File: src/rtl/mem_stage_ctrl_if.sv
// Signal bundle between the MEM-stage sequencer and its surroundings
// (EX_MEM outputs, data-memory port, MEM_WB inputs, status).
interface mem_stage_ctrl_if #(
  parameter int CNT_W = 32
);
  logic             MemRead;
  logic             MemWrite;
  logic             Regwrite;
  logic             MemtoReg;
  logic [63:0]      Address;
  logic [63:0]      Write_Data;
  logic             mem_req;
  logic             mem_we;
  logic [63:0]      mem_addr;
  logic [63:0]      mem_wdata;
  logic             mem_ack;
  logic [63:0]      mem_rdata;
  logic             stall;
  logic             Regwrite_wb;
  logic             MemtoReg_wb;
  logic [63:0]      Read_Data_wb;
  logic             mem_err;
  logic [CNT_W-1:0] stall_cycles;

  // Handshake: mem_req is held high from issue until the cycle mem_ack is
  // seen (or the timeout fires); mem_ack is a one-cycle pulse that counts
  // only while a request is outstanding, and mem_rdata is valid with it.
  modport master (
    input  MemRead, MemWrite, Regwrite, MemtoReg, Address, Write_Data,
    input  mem_ack, mem_rdata,
    output mem_req, mem_we, mem_addr, mem_wdata,
    output stall, Regwrite_wb, MemtoReg_wb, Read_Data_wb, mem_err, stall_cycles
  );

  modport slave (
    output MemRead, MemWrite, Regwrite, MemtoReg, Address, Write_Data,
    output mem_ack, mem_rdata,
    input  mem_req, mem_we, mem_addr, mem_wdata,
    input  stall, Regwrite_wb, MemtoReg_wb, Read_Data_wb, mem_err, stall_cycles
  );
endinterface

File: src/rtl/mem_stage_ctrl.sv
// MEM-stage sequencer for a variable-latency data memory: issues one request
// per load/store, stalls upstream and bubbles MEM_WB until the access ends.
module mem_stage_ctrl #(
  parameter int TIMEOUT = 16,
  parameter int CNT_W   = 32
) (
  input  logic                  clk,
  input  logic                  reset,
  mem_stage_ctrl_if.master      bus,
  output logic [1:0]            fsm_state
);

  typedef enum logic [1:0] {IDLE = 2'd0, BUSY = 2'd1, DONE = 2'd2} state_t;

  localparam int TW = (TIMEOUT > 2) ? $clog2(TIMEOUT) : 1;
  localparam logic [TW-1:0] CNT_LAST = TW'(TIMEOUT - 1);

  state_t       state, state_nx;
  logic [TW-1:0] cnt;
  logic [63:0]  rdata_q;
  logic         op;

  assign op        = bus.MemRead | bus.MemWrite;
  assign fsm_state = state;

  always_ff @(posedge clk) begin
    if (reset) begin
      state            <= IDLE;
      bus.mem_req      <= 1'b0;
      bus.mem_we       <= 1'b0;
      bus.mem_addr     <= '0;
      bus.mem_wdata    <= '0;
      rdata_q          <= '0;
      cnt              <= '0;
      bus.mem_err      <= 1'b0;
      bus.stall_cycles <= '0;
    end else begin
      state <= state_nx;
      if (bus.stall) bus.stall_cycles <= bus.stall_cycles + CNT_W'(1);
      case (state)
        IDLE: begin
          if (op) begin
            bus.mem_req   <= 1'b1;
            bus.mem_we    <= bus.MemWrite;
            bus.mem_addr  <= bus.Address;
            bus.mem_wdata <= bus.Write_Data;
            cnt           <= '0;
          end
        end
        BUSY: begin
          // An ack arriving on the final timeout cycle still counts as success.
          if (bus.mem_ack) begin
            rdata_q     <= bus.mem_we ? 64'd0 : bus.mem_rdata;
            bus.mem_req <= 1'b0;
          end else if (cnt == CNT_LAST) begin
            bus.mem_err <= 1'b1;
            rdata_q     <= '0;
            bus.mem_req <= 1'b0;
          end else begin
            cnt <= cnt + TW'(1);
          end
        end
        default: ;
      endcase
    end
  end

  always_comb begin
    state_nx         = state;
    bus.stall        = 1'b0;
    bus.Regwrite_wb  = bus.Regwrite;
    bus.MemtoReg_wb  = bus.MemtoReg;
    bus.Read_Data_wb = '0;
    case (state)
      IDLE: begin
        if (op) begin
          bus.stall       = 1'b1;
          bus.Regwrite_wb = 1'b0;
          bus.MemtoReg_wb = 1'b0;
          state_nx        = BUSY;
        end
      end
      BUSY: begin
        bus.stall       = 1'b1;
        bus.Regwrite_wb = 1'b0;
        bus.MemtoReg_wb = 1'b0;
        if (bus.mem_ack || cnt == CNT_LAST) state_nx = DONE;
      end
      DONE: begin
        bus.Read_Data_wb = rdata_q;
        state_nx         = IDLE;
      end
      default: state_nx = IDLE;
    endcase
  end

endmodule

File: src/flat_wrapper.sv
// flat-port wrapper written by rule: the top's interface ports become plain ports
module mem_stage_ctrl_flat 
#(
  parameter int TIMEOUT = 16,
  parameter int CNT_W   = 32
)
  (clk, reset, fsm_state, bus_MemRead, bus_MemWrite, bus_Regwrite, bus_MemtoReg, bus_Address, bus_Write_Data, bus_mem_ack, bus_mem_rdata, bus_mem_req, bus_mem_we, bus_mem_addr, bus_mem_wdata, bus_stall, bus_Regwrite_wb, bus_MemtoReg_wb, bus_Read_Data_wb, bus_mem_err, bus_stall_cycles);
  mem_stage_ctrl_if #(.CNT_W(CNT_W)) bus_i ();
  input  logic clk;
  input  logic reset;
  output logic [1:0] fsm_state;
  input wire logic [$bits(bus_i.MemRead)-1:0] bus_MemRead;
  input wire logic [$bits(bus_i.MemWrite)-1:0] bus_MemWrite;
  input wire logic [$bits(bus_i.Regwrite)-1:0] bus_Regwrite;
  input wire logic [$bits(bus_i.MemtoReg)-1:0] bus_MemtoReg;
  input wire logic [$bits(bus_i.Address)-1:0] bus_Address;
  input wire logic [$bits(bus_i.Write_Data)-1:0] bus_Write_Data;
  input wire logic [$bits(bus_i.mem_ack)-1:0] bus_mem_ack;
  input wire logic [$bits(bus_i.mem_rdata)-1:0] bus_mem_rdata;
  output wire logic [$bits(bus_i.mem_req)-1:0] bus_mem_req;
  output wire logic [$bits(bus_i.mem_we)-1:0] bus_mem_we;
  output wire logic [$bits(bus_i.mem_addr)-1:0] bus_mem_addr;
  output wire logic [$bits(bus_i.mem_wdata)-1:0] bus_mem_wdata;
  output wire logic [$bits(bus_i.stall)-1:0] bus_stall;
  output wire logic [$bits(bus_i.Regwrite_wb)-1:0] bus_Regwrite_wb;
  output wire logic [$bits(bus_i.MemtoReg_wb)-1:0] bus_MemtoReg_wb;
  output wire logic [$bits(bus_i.Read_Data_wb)-1:0] bus_Read_Data_wb;
  output wire logic [$bits(bus_i.mem_err)-1:0] bus_mem_err;
  output wire logic [$bits(bus_i.stall_cycles)-1:0] bus_stall_cycles;
  assign bus_i.MemRead = bus_MemRead;
  assign bus_i.MemWrite = bus_MemWrite;
  assign bus_i.Regwrite = bus_Regwrite;
  assign bus_i.MemtoReg = bus_MemtoReg;
  assign bus_i.Address = bus_Address;
  assign bus_i.Write_Data = bus_Write_Data;
  assign bus_i.mem_ack = bus_mem_ack;
  assign bus_i.mem_rdata = bus_mem_rdata;
  assign bus_mem_req = bus_i.mem_req;
  assign bus_mem_we = bus_i.mem_we;
  assign bus_mem_addr = bus_i.mem_addr;
  assign bus_mem_wdata = bus_i.mem_wdata;
  assign bus_stall = bus_i.stall;
  assign bus_Regwrite_wb = bus_i.Regwrite_wb;
  assign bus_MemtoReg_wb = bus_i.MemtoReg_wb;
  assign bus_Read_Data_wb = bus_i.Read_Data_wb;
  assign bus_mem_err = bus_i.mem_err;
  assign bus_stall_cycles = bus_i.stall_cycles;
  mem_stage_ctrl #(.TIMEOUT(TIMEOUT), .CNT_W(CNT_W)) u_core (.clk(clk), .reset(reset), .bus(bus_i), .fsm_state(fsm_state));
endmodule
File: config.mk
export PLATFORM = sky130hd
export DESIGN_NAME = mem_stage_ctrl_flat
export DESIGN_NICKNAME = d
export VERILOG_FILES = /design/src/rtl/mem_stage_ctrl_if.sv /design/src/rtl/mem_stage_ctrl.sv /design/src/flat_wrapper.sv
export SDC_FILE = /design/constraint.sdc
export NUM_CORES = 1
export LEC_CHECK = 0
export CAP_MARGIN = 0
export CORE_AREA = 2 2 169 171
export DETAILED_ROUTE_END_ITERATION = 6
export DIE_AREA = 0 0 171 173
export PLACE_DENSITY = 0.66
export REMOVE_ABC_BUFFERS = 1
export SLEW_MARGIN = 20
export SYNTH_ARGS = -nofsm -noshare
export SYNTH_HDL_FRONTEND = slang
export SYNTH_SLANG_ARGS = --single-unit
File: constraint.sdc
create_clock -name clk -period 2.1 [get_ports clk]
set_clock_uncertainty 0.05 [all_clocks]
set_input_delay 0.21 -clock clk [delete_from_list [all_inputs] [get_ports clk]]
set_output_delay 0.21 -clock clk [all_outputs]
set_load 0.005 [all_outputs]
==> results.md <==
* Highest Clock Rate at 470 MHz
* Synth Area in Simple Gates at 25.6%
* Post-Synth XOR/XNOR Area at 0.888%
* Cts bufs inserted at 27
* Worst slew margin relative to its limit at between 60% and 70%
* Minimum clock period at 2.13 ns
* Root Driver: clkbuf_16
* Register-to-Register Setup Slack at 0.16 ns
* Initial antenna violation count at 0
* Hold depth at 2
* Mux contribution to synthesized area at 0.380%
* Hold_buf cts at 0
* GP Congestion at around 0.82
* Commonest non-fill, non-tap cell in the layout: clkdlybuf4s50_1
* Final hold vios at 0
* Crit Path Category: reg -> out
* Synth Flop Type: dfxtp_1
* Core ar. at 27600 um2
* Vias per cell at 4.80
* Final ANT Viol Nets at 0
* Synth Register Bits at 233
* Most frequent cells in the layout: clkdlybuf4s50_1, nand2_1, dfxtp_1, a21oi_1, nor2_1
* Synth Instances at 1080
* Final core occ at 53.7%
* Placed cell count at around 1.9k
* Post-synth EDFFs at 0
* Die area at 29600 um2
* Pwr Density at 770 nW/um2
* Final non-filler cell total at between 1.5k and 2k
* HPWL after detailed placement at 21900 um
* Vias in the first global route at 8881
* Largest family of logic cells by synthesized area: simple AND/OR/NAND/NOR gates
* Yosys cell types at 38
* Reg2Reg Depth at 7
* Setup TNS at -0.0506 ns
* TritonCTS Sinks at 233
* Hold path start: reset
* Setup repair after global routing missed its margin: yes
* Main area contributors after synthesis: dfxtp_1, nand2_1, a21oi_1, a22oi_1, and2_1
* Outcome: finished, violations left
* Critical Path End Type: primary output
* Compound-Gate Fraction of Synth Area at 16.4%
* DR WL/cell at 16.5 um
* Via count at 9181
* Synthesized cell area at slightly below 9000 um2
* Die height at 173 um
* Post-synth ARST share at 0%
* Share of the yosys chip area belonging to registers at 52.5%
* Final wirelength at 31600 um
* Adder-cell share of the synthesized area at 0.282%
* Drt pass-1 iters at 6
* Largest area contributor in the netlist: dfxtp_1
* Layout fillers at 2616
* Top-Level Pins at 431
* Largest net degree at the start of global routing at 66
* Mapped Avg Cell Area at ~8.2 um2
* NumNets Final at 1720
* Failing checks: setup timing
* Die width at 171 um
* Post-route setup slack at -0.0274 ns
* Reg-to-Reg Start: u_core.fsm_state[0]
* ANT cells at 0
* Layout area overhead at 67.2%
* Warnings from Yosys at 0
* Max cap viols at 0
* Worst-margin pin slew at between 0.5 and 0.6 ns
* # setup viols final at 2
* Max Root-Sink Buffers at 3
* Clk Latency, worst-skew pair at approximately 0.52 ns
* Maximum vdd drop at between 0.5 and 0.6 mV
* Row cnt at 61
* Htree depth at 1
* Area share of the largest cell type after synthesis at 52.5%
* FF-to-FF End: u_core.bus.stall_cycles[26]
* I/O Buffers at 430
* Worst hold slack at 0.0680 ns
* DRC violations left at 0
* Crit start category: register
* Global-route usage over all layers at 20.3%
* Share of layout cells above drive strength 1 at 11.7%
* Tightest Hold Check Type: in -> reg
* CTS tree: done
* Slew Limit Fails at 0
* Starting Density at 32.1%
* Fin crit share at 101%
* Hold EP: u_core.rdata_q[22]
* CTS clk-pin slew, worst paths at ~0.060 ns
* Lkg Pwr at 5.70 nW
* First-pass GRT wire length at between 40000 and 50000 um
* WP data arrival at 1.87 ns
* Global route total overflow at 0
* Starting DRT DRC Count at 528
* CP required at roughly 1.8 ns
* Crit Path Max Fanout at 6
report_power, final:
part	switching [W]	internal, W	leakage (nW)	total, W
clock	0.00184	0.00298	0.455	0.00483
combinational	0.000765	0.00103	3.34	0.00179
sequential	0.000135	0.00468	1.91	0.00482
total	0.00274	0.00870	5.70	0.0114
layout make-up:
cell class,count,area [um2],share of cell area (%)
inverter,6,22.5,0.152
clock inverter,9,126,0.851
multi-input combinational,760,3930,26.5
timing repair buffer,491,4830,32.6
sequential,233,4670,31.4
clock buffer,37,793,5.34
tap,378,473,3.18
synthesized netlist by cell type (2+ instances only):
library cell    n
nand2_1       271
dfxtp_1       233
a21oi_1       152
nor2_1         82
and2_1         66
a22oi_1        65
clkbuf_1       60
o31ai_1        15
or4_1          15
buf_2          14
nand3_1        11
nand4_1        11
nor2b_1         8
xnor2_1         8
buf_1           7
o21ai_0         7
and3_1          6
and4_1          6
inv_1           6
or3_1           6
nor4_1          4
a211oi_1        3
mux2_2          3
nor3_1          3
a31o_2          2
ha_1            2
nand2b_1        2
nor4b_1         2
timing repair:
| action | 4_1_cts | 5_1_grt |
|---|---|---|
| gates resized for setup | 156 | 61 |
| buffers inserted | 9 | 0 |
| pin swaps | 1 | 5 |
| setup endpoints to repair | 67 | 50 |
| cloned | 3 | 1 |
per-stage QoR:
stage / area, um2 / total power [W] / setup WS (ns)
final: 14900 / 0.0114 / -0.0274
after global routing: 14900 / 0.0119 / -0.0961
after CTS: 15000 / 0.0116 / -0.0743
after detailed placement: 13900 / 0.00667 / -0.0443
after global placement: 13900 / 0.00665 / -0.00557
after floorplan: 8560 / 0.00547 / -5.09
worst max path at each step:
stage	start	to	slack, ns	cells past startpoint
2_1_floorplan	bus_MemWrite	u_core.bus.mem_addr[0]	-5.09	3
3_3_place_gp	bus_MemWrite	bus_MemtoReg_wb	-0.006	5
3_5_place_dp	bus_MemWrite	u_core.bus.stall_cycles[26]	-0.04	6
4_1_cts	u_core.fsm_state[0]	bus_Read_Data_wb[38]	-0.07	6
5_1_grt	u_core.fsm_state[0]	bus_Read_Data_wb[23]	-0.1	6
6_report	u_core.fsm_state[0]	bus_Read_Data_wb[55]	-0.03	6
per-layer routing:
layer / part of all wire, % / GRT usage (%) / vias up
met2: 50 / 35.7 / 307
met5: 0 / 0 / -
li1: - / - / 4522
met3: 7.2 / 4.94 / 43
met4: 2.3 / 5.44 / 0
met1: 40 / 24.5 / 4309
logic make-up (layout without fill, tap and decap cells):
family                   after synthesis  after routing
AO/OA/AOI/OAI                        247            247
XOR/XNOR                               9              9
adder cells (fa/ha/maj)                2              2
buffers and inverters                 87            543
flip-flops                           233            233
multiplexers                           3              3
AND/OR/NAND/NOR                      499            499
state kept, by name, summed over array words and instances (netlist names):
name	count
u_core.fsm_state	2
u_core.cnt	4
u_core.bus.mem_wdata	64
u_core.bus.mem_addr	64
u_core.bus.mem_req	1
u_core.bus.mem_we	1
u_core.bus.mem_err	1
u_core.bus.stall_cycles	32
u_core.rdata_q	64
worst max-delay path: stages, from the launching register on:
cell             delay, ns
dfxtp_4               0.33
and2b_4               0.33
buf_12                0.14
buf_16                0.12
buf_12                0.11
and2_1                0.12
clkdlybuf4s15_2       0.19
Power figures use the tool's default switching activity.
